<file path="config.mk">
export PLATFORM = sky130hd
export DESIGN_NAME = fast_ram_arbiter
export DESIGN_NICKNAME = d
export VERILOG_FILES = /design/src/rtl/fast_ram_pkg.sv /design/src/rtl/fast_ram_fairness_ctr.sv /design/src/rtl/fast_ram_arbiter.sv
export SDC_FILE = /design/constraint.sdc
export NUM_CORES = 1
export LEC_CHECK = 0
export CELL_PAD_IN_SITES_DETAIL_PLACEMENT = 0
export CELL_PAD_IN_SITES_GLOBAL_PLACEMENT = 1
export CORE_AREA = 2 2 77 79
export DETAILED_ROUTE_END_ITERATION = 10
export DIE_AREA = 0 0 79 81
export GPL_TIMING_DRIVEN = 0
export PLACE_DENSITY_LB_ADDON = 0.1
export SLEW_MARGIN = 10
export SYNTH_ARGS = -nofsm -noshare
export SYNTH_HDL_FRONTEND = slang
export SYNTH_HIERARCHICAL = 1
export SYNTH_SLANG_ARGS = --single-unit
</file>
<file path="constraint.sdc">
create_clock -name cpu_clk -period 3.86 [get_ports cpu_clk]
set_clock_uncertainty 0.15 [all_clocks]
set_input_delay 0.772 -clock cpu_clk [delete_from_list [all_inputs] [get_ports cpu_clk]]
set_output_delay 0.772 -clock cpu_clk [all_outputs]
set_load 0.01 [all_outputs]
</file>
<file path="src/rtl/fast_ram_pkg.sv">
// fast_ram_pkg
//   Shared types and constants for the fast block-RAM arbiter.
//   - ADDR_W / DATA_W : RAM port geometry (64KB, byte wide).
//   - owner_t         : which requester a pending read result belongs to.
//   - WP_*_DEFAULT    : default write-protected window (sideways-ROM image).
package fast_ram_pkg;

    localparam int ADDR_W = 16;
    localparam int DATA_W = 8;

    typedef enum logic [1:0] {
        OWN_NONE = 2'd0,
        OWN_CPU  = 2'd1,
        OWN_SCR  = 2'd2
    } owner_t;

    localparam logic [ADDR_W-1:0] WP_LO_DEFAULT = 16'h8000;
    localparam logic [ADDR_W-1:0] WP_HI_DEFAULT = 16'hBFFF;

endpackage

</file>
<file path="src/rtl/fast_ram_fairness_ctr.sv">
// fast_ram_fairness_ctr
//   Counts consecutive CPU grants taken while the scrub side is waiting and
//   raises force_scr once MAX_CPU_RUN such grants have happened, so the scrub
//   port never waits more than MAX_CPU_RUN cycles.
//   Ports:
//     clk, rst_n : clock, asynchronous active-low reset
//     cpu_gnt    : CPU was granted this cycle
//     scr_req    : scrub side is requesting
//     scr_gnt    : scrub side was granted this cycle
//     force_scr  : scrub must win the next contended cycle
module fast_ram_fairness_ctr #(
    parameter int MAX_CPU_RUN = 8
) (
    input  logic clk,
    input  logic rst_n,
    input  logic cpu_gnt,
    input  logic scr_req,
    input  logic scr_gnt,
    output logic force_scr
);

    localparam int CNT_W = $clog2(MAX_CPU_RUN + 1);
    localparam logic [CNT_W-1:0] RUN_MAX = CNT_W'(MAX_CPU_RUN);

    logic [CNT_W-1:0] run_cnt;

    assign force_scr = (run_cnt == RUN_MAX);

    always_ff @(posedge clk or negedge rst_n) begin
        if (!rst_n) begin
            run_cnt <= '0;
        end else if (!scr_req || scr_gnt) begin
            // No one is starving (or the starving side just got its slot).
            run_cnt <= '0;
        end else if (cpu_gnt && run_cnt != RUN_MAX) begin
            run_cnt <= run_cnt + CNT_W'(1);
        end
    end

endmodule

</file>
<file path="src/rtl/fast_ram_arbiter.sv">
// fast_ram_arbiter
//   Shares the single 64KB fast block-RAM port between the CPU (primary) and
//   the scrub/loader engine (secondary). CPU has fixed priority, bounded by a
//   fairness counter; CPU writes into [WP_LO, WP_HI] can be dropped when
//   wp_en is set.
//   Ports:
//     cpu_clk, Res_n                      : clock, async active-low reset
//     cpu_req/we/A/D_wr -> cpu_gnt        : CPU request side
//     cpu_D_rd, cpu_rvalid                : CPU read return (1 cycle latency)
//     scr_req/we/A/D_wr -> scr_gnt        : scrub request side
//     scr_D_rd, scr_rvalid                : scrub read return
//     wp_en, wp_hit                       : protection enable / drop pulse
//     ram_A, ram_we, ram_D_wr, ram_D_rd   : RAM port (synchronous read)
//
//   Handshake: a requester holds req/we/A/D_wr stable until it sees gnt=1 on
//   a rising edge; the access happens in that grant cycle, and req may stay
//   high for back-to-back accesses. gnt is combinational from req.
module fast_ram_arbiter
    import fast_ram_pkg::*;
#(
    parameter int                MAX_CPU_RUN = 8,
    parameter logic [ADDR_W-1:0] WP_LO       = WP_LO_DEFAULT,
    parameter logic [ADDR_W-1:0] WP_HI       = WP_HI_DEFAULT
) (
    input  logic              cpu_clk,
    input  logic              Res_n,
    input  logic              cpu_req,
    input  logic              cpu_we,
    input  logic [ADDR_W-1:0] cpu_A,
    input  logic [DATA_W-1:0] cpu_D_wr,
    output logic              cpu_gnt,
    output logic [DATA_W-1:0] cpu_D_rd,
    output logic              cpu_rvalid,
    input  logic              scr_req,
    input  logic              scr_we,
    input  logic [ADDR_W-1:0] scr_A,
    input  logic [DATA_W-1:0] scr_D_wr,
    output logic              scr_gnt,
    output logic [DATA_W-1:0] scr_D_rd,
    output logic              scr_rvalid,
    input  logic              wp_en,
    output logic              wp_hit,
    output logic [ADDR_W-1:0] ram_A,
    output logic              ram_we,
    output logic [DATA_W-1:0] ram_D_wr,
    input  logic [DATA_W-1:0] ram_D_rd
);

    logic              force_scr;
    logic              scr_pick;
    logic              wp_block;
    owner_t            owner;
    logic [DATA_W-1:0] cpu_d_hold;
    logic [DATA_W-1:0] scr_d_hold;

    fast_ram_fairness_ctr #(
        .MAX_CPU_RUN(MAX_CPU_RUN)
    ) u_fairness (
        .clk      (cpu_clk),
        .rst_n    (Res_n),
        .cpu_gnt  (cpu_gnt),
        .scr_req  (scr_req),
        .scr_gnt  (scr_gnt),
        .force_scr(force_scr)
    );

    always_comb begin
        wp_block = wp_en && cpu_we && (cpu_A >= WP_LO) && (cpu_A <= WP_HI);
        // Scrub wins when uncontended, or when the CPU has used up its run.
        scr_pick = scr_req && (!cpu_req || force_scr);
        // Grants and write enable are gated by Res_n so no access, and in
        // particular no partial write, can leak out while reset is held.
        cpu_gnt  = Res_n && cpu_req && !scr_pick;
        scr_gnt  = Res_n && scr_pick;

        // With no grant the CPU address is presented as a lookahead.
        ram_A    = cpu_A;
        ram_D_wr = cpu_D_wr;
        ram_we   = 1'b0;
        if (scr_gnt) begin
            ram_A    = scr_A;
            ram_D_wr = scr_D_wr;
            ram_we   = scr_we;
        end else if (cpu_gnt) begin
            ram_we   = cpu_we && !wp_block;
        end
    end

    // Owner of the read result returning next cycle; writes leave it NONE.
    always_ff @(posedge cpu_clk or negedge Res_n) begin
        if (!Res_n) begin
            owner  <= OWN_NONE;
            wp_hit <= 1'b0;
        end else begin
            wp_hit <= cpu_gnt && wp_block;
            if (cpu_gnt && !cpu_we) begin
                owner <= OWN_CPU;
            end else if (scr_gnt && !scr_we) begin
                owner <= OWN_SCR;
            end else begin
                owner <= OWN_NONE;
            end
        end
    end

    assign cpu_rvalid = (owner == OWN_CPU);
    assign scr_rvalid = (owner == OWN_SCR);

    // D_rd forwards the RAM output in the rvalid cycle and holds it after.
    always_ff @(posedge cpu_clk or negedge Res_n) begin
        if (!Res_n) begin
            cpu_d_hold <= '0;
            scr_d_hold <= '0;
        end else begin
            if (cpu_rvalid) cpu_d_hold <= ram_D_rd;
            if (scr_rvalid) scr_d_hold <= ram_D_rd;
        end
    end

    assign cpu_D_rd = cpu_rvalid ? ram_D_rd : cpu_d_hold;
    assign scr_D_rd = scr_rvalid ? ram_D_rd : scr_d_hold;

endmodule
</file>
==> impl_metrics.tcl, run 1 <==
set metrics [dict create \
    drt_first_pass_iters 4 \
    mappedNetlistArea_um2 1360 \
    grt_pass1_vias 1337 \
    boundaryPins 109 \
    clock_sinks 23 \
    postLayoutCellArea_um2 2582 \
    grt_start_max_net_pins 26 \
    detailed_place_hpwl_um 3276 \
    synth.top_cell.area_share_pct 42.32 \
    post_cts_setup_buffers 0 \
    die_area_um2 6399 \
    dp_slack_ns -0.7460 \
    synthToLayoutAreaGrowth_pct 89.88 \
    finalWorstPathRequiredPeriod_ns 3.698 \
    vias 1212 \
    antenna_violations_before_repair 0 \
    commonest_non_fill_non_tap_cell_in_the_layout "sky130_fd_sc_hd__clkdlybuf4s50_1" \
    timing_max_transition_violations_final 0 \
    count_of_unresolved_drc_violations_after_routing 0 \
    max_cap_violations 0 \
    detailed_place.area_um2 2535 \
    timing.critical_path.arrival_ns 2.78 \
    fin_cells 288 \
    cp-startpoint "scr_req" \
    timing.hold.ws_ns 0.2825 \
    avgViaCountPerCell 4.208 \
    required_ns 2.94 \
    power_leakage_nw 1.051 \
    worst_hold_path_type "primary input to async pin" \
    cts_tree "done" \
    placeableCoreArea_um2 5675 \
    max-slew-margin-rel_pct 74.28 \
    synthesis.instances 101 \
    cts_inserted_buffers 3 \
    post_route_worst_setup_slack_ns 0.1617 \
    capture_point_of_the_worst_reg_to_reg_path "u_fairness/run_cnt[1]$_DFFE_PN0P_" \
    num_antenna_cells 0 \
    power.share.clock_pct 19.5 \
    comb_power_share_pct 41.8 \
    clk-insertion-delay-late_ns 0.26 \
    unrepaired_setup_endpoints_after_global_routing "false" \
    worst_setup_path_start_kind "primary input" \
    ratio_of_total_power_to_cell_area_nw_per_um2 288.1 \
    reg2reg_depth 9 \
    hold_buffers 0 \
    crit_end "ram_D_wr[2]" \
    mean_syn_cell_area_um2 13.47 \
    worst-slew-pin-transition_ns 0.3761 \
    track_usage_pct 11.89 \
    timing.critical_path.to_type "output pin" \
    ctsLongestPathBuffers 2 \
    wl_per_cell_um 13.26 \
    row_count 28 \
    wire_length_of_the_first_global_routing_pass_um 5975 \
    place.gp.congestion 0.6750 \
    route.antenna.remaining_nets 0 \
    status "finished, final reports clean" \
    seq_area_frac_synth_pct 42.32 \
    floorplan.initialDensity_pct 23.96 \
    peakVddDrop_mv 0.1184 \
    fin_crit_sh_pct 95.81 \
    clkTransAtPathRegs_ns 0.08 \
    fillCellCount 533 \
    htree_levels 1 \
    timing.fmax_mhz 270.4 \
    p_seq_share_pct 38.7 \
    post-synth-top-area-cell "sky130_fd_sc_hd__dfrtp_1" \
    cellInternalPower_w 0.0005562 \
    die_h_um 81 \
    drt_iter0_drc 33 \
    netSwitchingPower_w 0.0001877 \
    congestion_overflow_gr 0 \
    post_synthesis_net_count 166 \
    setup.reg_to_reg.worst_slack_ns 1.76 \
    finalCoreUtilization_pct 45.50 \
    cts-resized-gates 5 \
    worst-path-max-fanout 11 \
    fin_nets 279 \
    worstSetupPathType "primary input to output pin" \
    yosys-top-cells-area "sky130_fd_sc_hd__dfrtp_1 (42%), sky130_fd_sc_hd__mux2_2 (19%), sky130_fd_sc_hd__mux2_4 (19%), sky130_fd_sc_hd__ha_1 (1.8%), sky130_fd_sc_hd__buf_12 (1.5%)" \
    io_buffers 108 \
    final_layout_size_suffix_gt1_share_pct 25.82 \
    synth-warning-count 6 \
    most-common-layout-cells "sky130_fd_sc_hd__clkdlybuf4s50_1 (107), sky130_fd_sc_hd__mux2_2 (23), sky130_fd_sc_hd__dfrtp_1 (23), sky130_fd_sc_hd__mux2_4 (17)" \
    ys_types 26 \
    dpl.cell_count 284 \
    ctsRootBufferMaster "sky130_fd_sc_hd__clkbuf_8" \
    hold_viol_final 0 \
    die_width_um 79 \
    power.share.switching_pct 25.23 \
    finalSetupViolCount 0 \
    yosys_register_bits 23 \
    wirelength_um 3820 \
    beginning_of_the_worst_register_to_register_path "u_fairness/run_cnt[0]$_DFFE_PN0P_" \
]
-- how the worst min path moves through the flow --
stage | start | to | slack [ns]
final | Res_n | cpu_d_hold[1]$_DFF_PN0_ | 0.28
after global routing | Res_n | cpu_d_hold[1]$_DFF_PN0_ | 0.29
after detailed placement | cpu_d_hold[6]$_DFF_PN0_ | cpu_d_hold[6]$_DFF_PN0_ | 0.34
after CTS | Res_n | cpu_d_hold[1]$_DFF_PN0_ | 0.35
after floorplan | Res_n | cpu_d_hold[0]$_DFF_PN0_ | 0.33
after global placement | cpu_d_hold[2]$_DFF_PN0_ | cpu_d_hold[2]$_DFF_PN0_ | 0.33
-- critical path, stage by stage --
cell,delay [ns]
sky130_fd_sc_hd__clkdlybuf4s50_1,0.54
sky130_fd_sc_hd__nand2_1,0.11
sky130_fd_sc_hd__a21oi_4,0.35
sky130_fd_sc_hd__buf_8,0.21
sky130_fd_sc_hd__mux2_4,0.30
sky130_fd_sc_hd__clkdlybuf4s50_1,0.49
-- through the flow --
stage          total power (W)  TNS, ns
3_3_place_gp         0.0006019   -16.70
5_1_grt              0.0007915        0
4_1_cts              0.0007579        0
2_1_floorplan        0.0004105        0
6_report             0.0007439        0
3_5_place_dp         0.0006095   -18.12
-- cell usage after synthesis --
library cell	count
sky130_fd_sc_hd__nand3b_4	1
sky130_fd_sc_hd__nor2_1	1
sky130_fd_sc_hd__nand2b_1	1
sky130_fd_sc_hd__xor2_1	1
sky130_fd_sc_hd__a2111oi_0	1
sky130_fd_sc_hd__inv_1	4
sky130_fd_sc_hd__a21oi_4	1
sky130_fd_sc_hd__mux2_4	17
sky130_fd_sc_hd__buf_2	2
sky130_fd_sc_hd__or3_1	1
sky130_fd_sc_hd__mux2_2	23
sky130_fd_sc_hd__a32o_1	1
sky130_fd_sc_hd__o21ai_0	2
sky130_fd_sc_hd__nand2_1	4
sky130_fd_sc_hd__ha_1	2
sky130_fd_sc_hd__and2_1	1
sky130_fd_sc_hd__buf_8	1
sky130_fd_sc_hd__nand3b_1	1
sky130_fd_sc_hd__nor2b_1	3
sky130_fd_sc_hd__dfrtp_1	23
sky130_fd_sc_hd__a21oi_1	3
sky130_fd_sc_hd__nand3_1	2
sky130_fd_sc_hd__a21oi_2	1
sky130_fd_sc_hd__buf_12	1
sky130_fd_sc_hd__inv_2	2
sky130_fd_sc_hd__nand4_1	1
-- cell type report --
cell class | count | area, µm² | share of cell area (%)
Timing Repair Buffer | 108 | 1079 | 41.76
Multi-Input combinational cell | 68 | 720.7 | 27.91
Buffer | 4 | 45.04 | 1.744
Tap cell | 75 | 93.84 | 3.634
Clock inverter | 1 | 5.005 | 0.1938
Clock buffer | 3 | 41.29 | 1.599
Sequential cell | 23 | 575.6 | 22.29
Inverter | 6 | 22.52 | 0.8721
-- power groups by stage --
stage / logic (W) / clock network, W / registers [W]
2_1_floorplan: 0.000121 / 0 / 0.000289
3_3_place_gp: 0.000311 / 0 / 0.000291
5_1_grt: 0.000334 / 0.000164 / 0.000293
6_report: 0.000311 / 0.000145 / 0.000288
4_1_cts: 0.000317 / 0.000152 / 0.000289
3_5_place_dp: 0.000316 / 0 / 0.000294
-- registers in the layout, indices dropped and copies added, names as in the netlist --
name                flops
u_fairness/run_cnt      4
owner                   2
cpu_d_hold              8
scr_d_hold              8
wp_hit                  1
-- kinds of logic (layout without fill, tap and decap cells) --
logic type | Yosys count | after routing | share of synthesized area, %
AOI/OAI and AO/OA | 9 | 9 | 5.060
xor gates and xnor gates | 1 | 1 | 0.6441
DFF | 23 | 23 | 42.32
adders and majority gates | 2 | 2 | 1.840
muxes | 40 | 40 | 37.81
buffers and inverters | 10 | 122 | 4.967
and+or+nand+nor | 16 | 16 | 7.361
-- metal layers --
metal / track usage, % / wire [µm] / vias to the layer above
met2: 20.76 / 1939 / 75
li1: - / - / 581
met5: 0 / 0 / -
met3: 6.111 / 515 / 2
met1: 12.34 / 1332 / 554
met4: 4.138 / 32 / 0
No activity file was read; power rests on OpenSTA's default activity.
==> run 2, diff against run 1 <==
--- a/config.mk
+++ b/config.mk
@@ -5,6 +5,7 @@
 export SDC_FILE = /design/constraint.sdc
 export NUM_CORES = 1
 export LEC_CHECK = 0
+export CAP_MARGIN = 15
 export CELL_PAD_IN_SITES_DETAIL_PLACEMENT = 0
 export CELL_PAD_IN_SITES_GLOBAL_PLACEMENT = 1
 export CORE_AREA = 2 2 77 79
==> results of run 2 <==
Same layout as run 1: the final DEF is identical, and so are final timing and power.
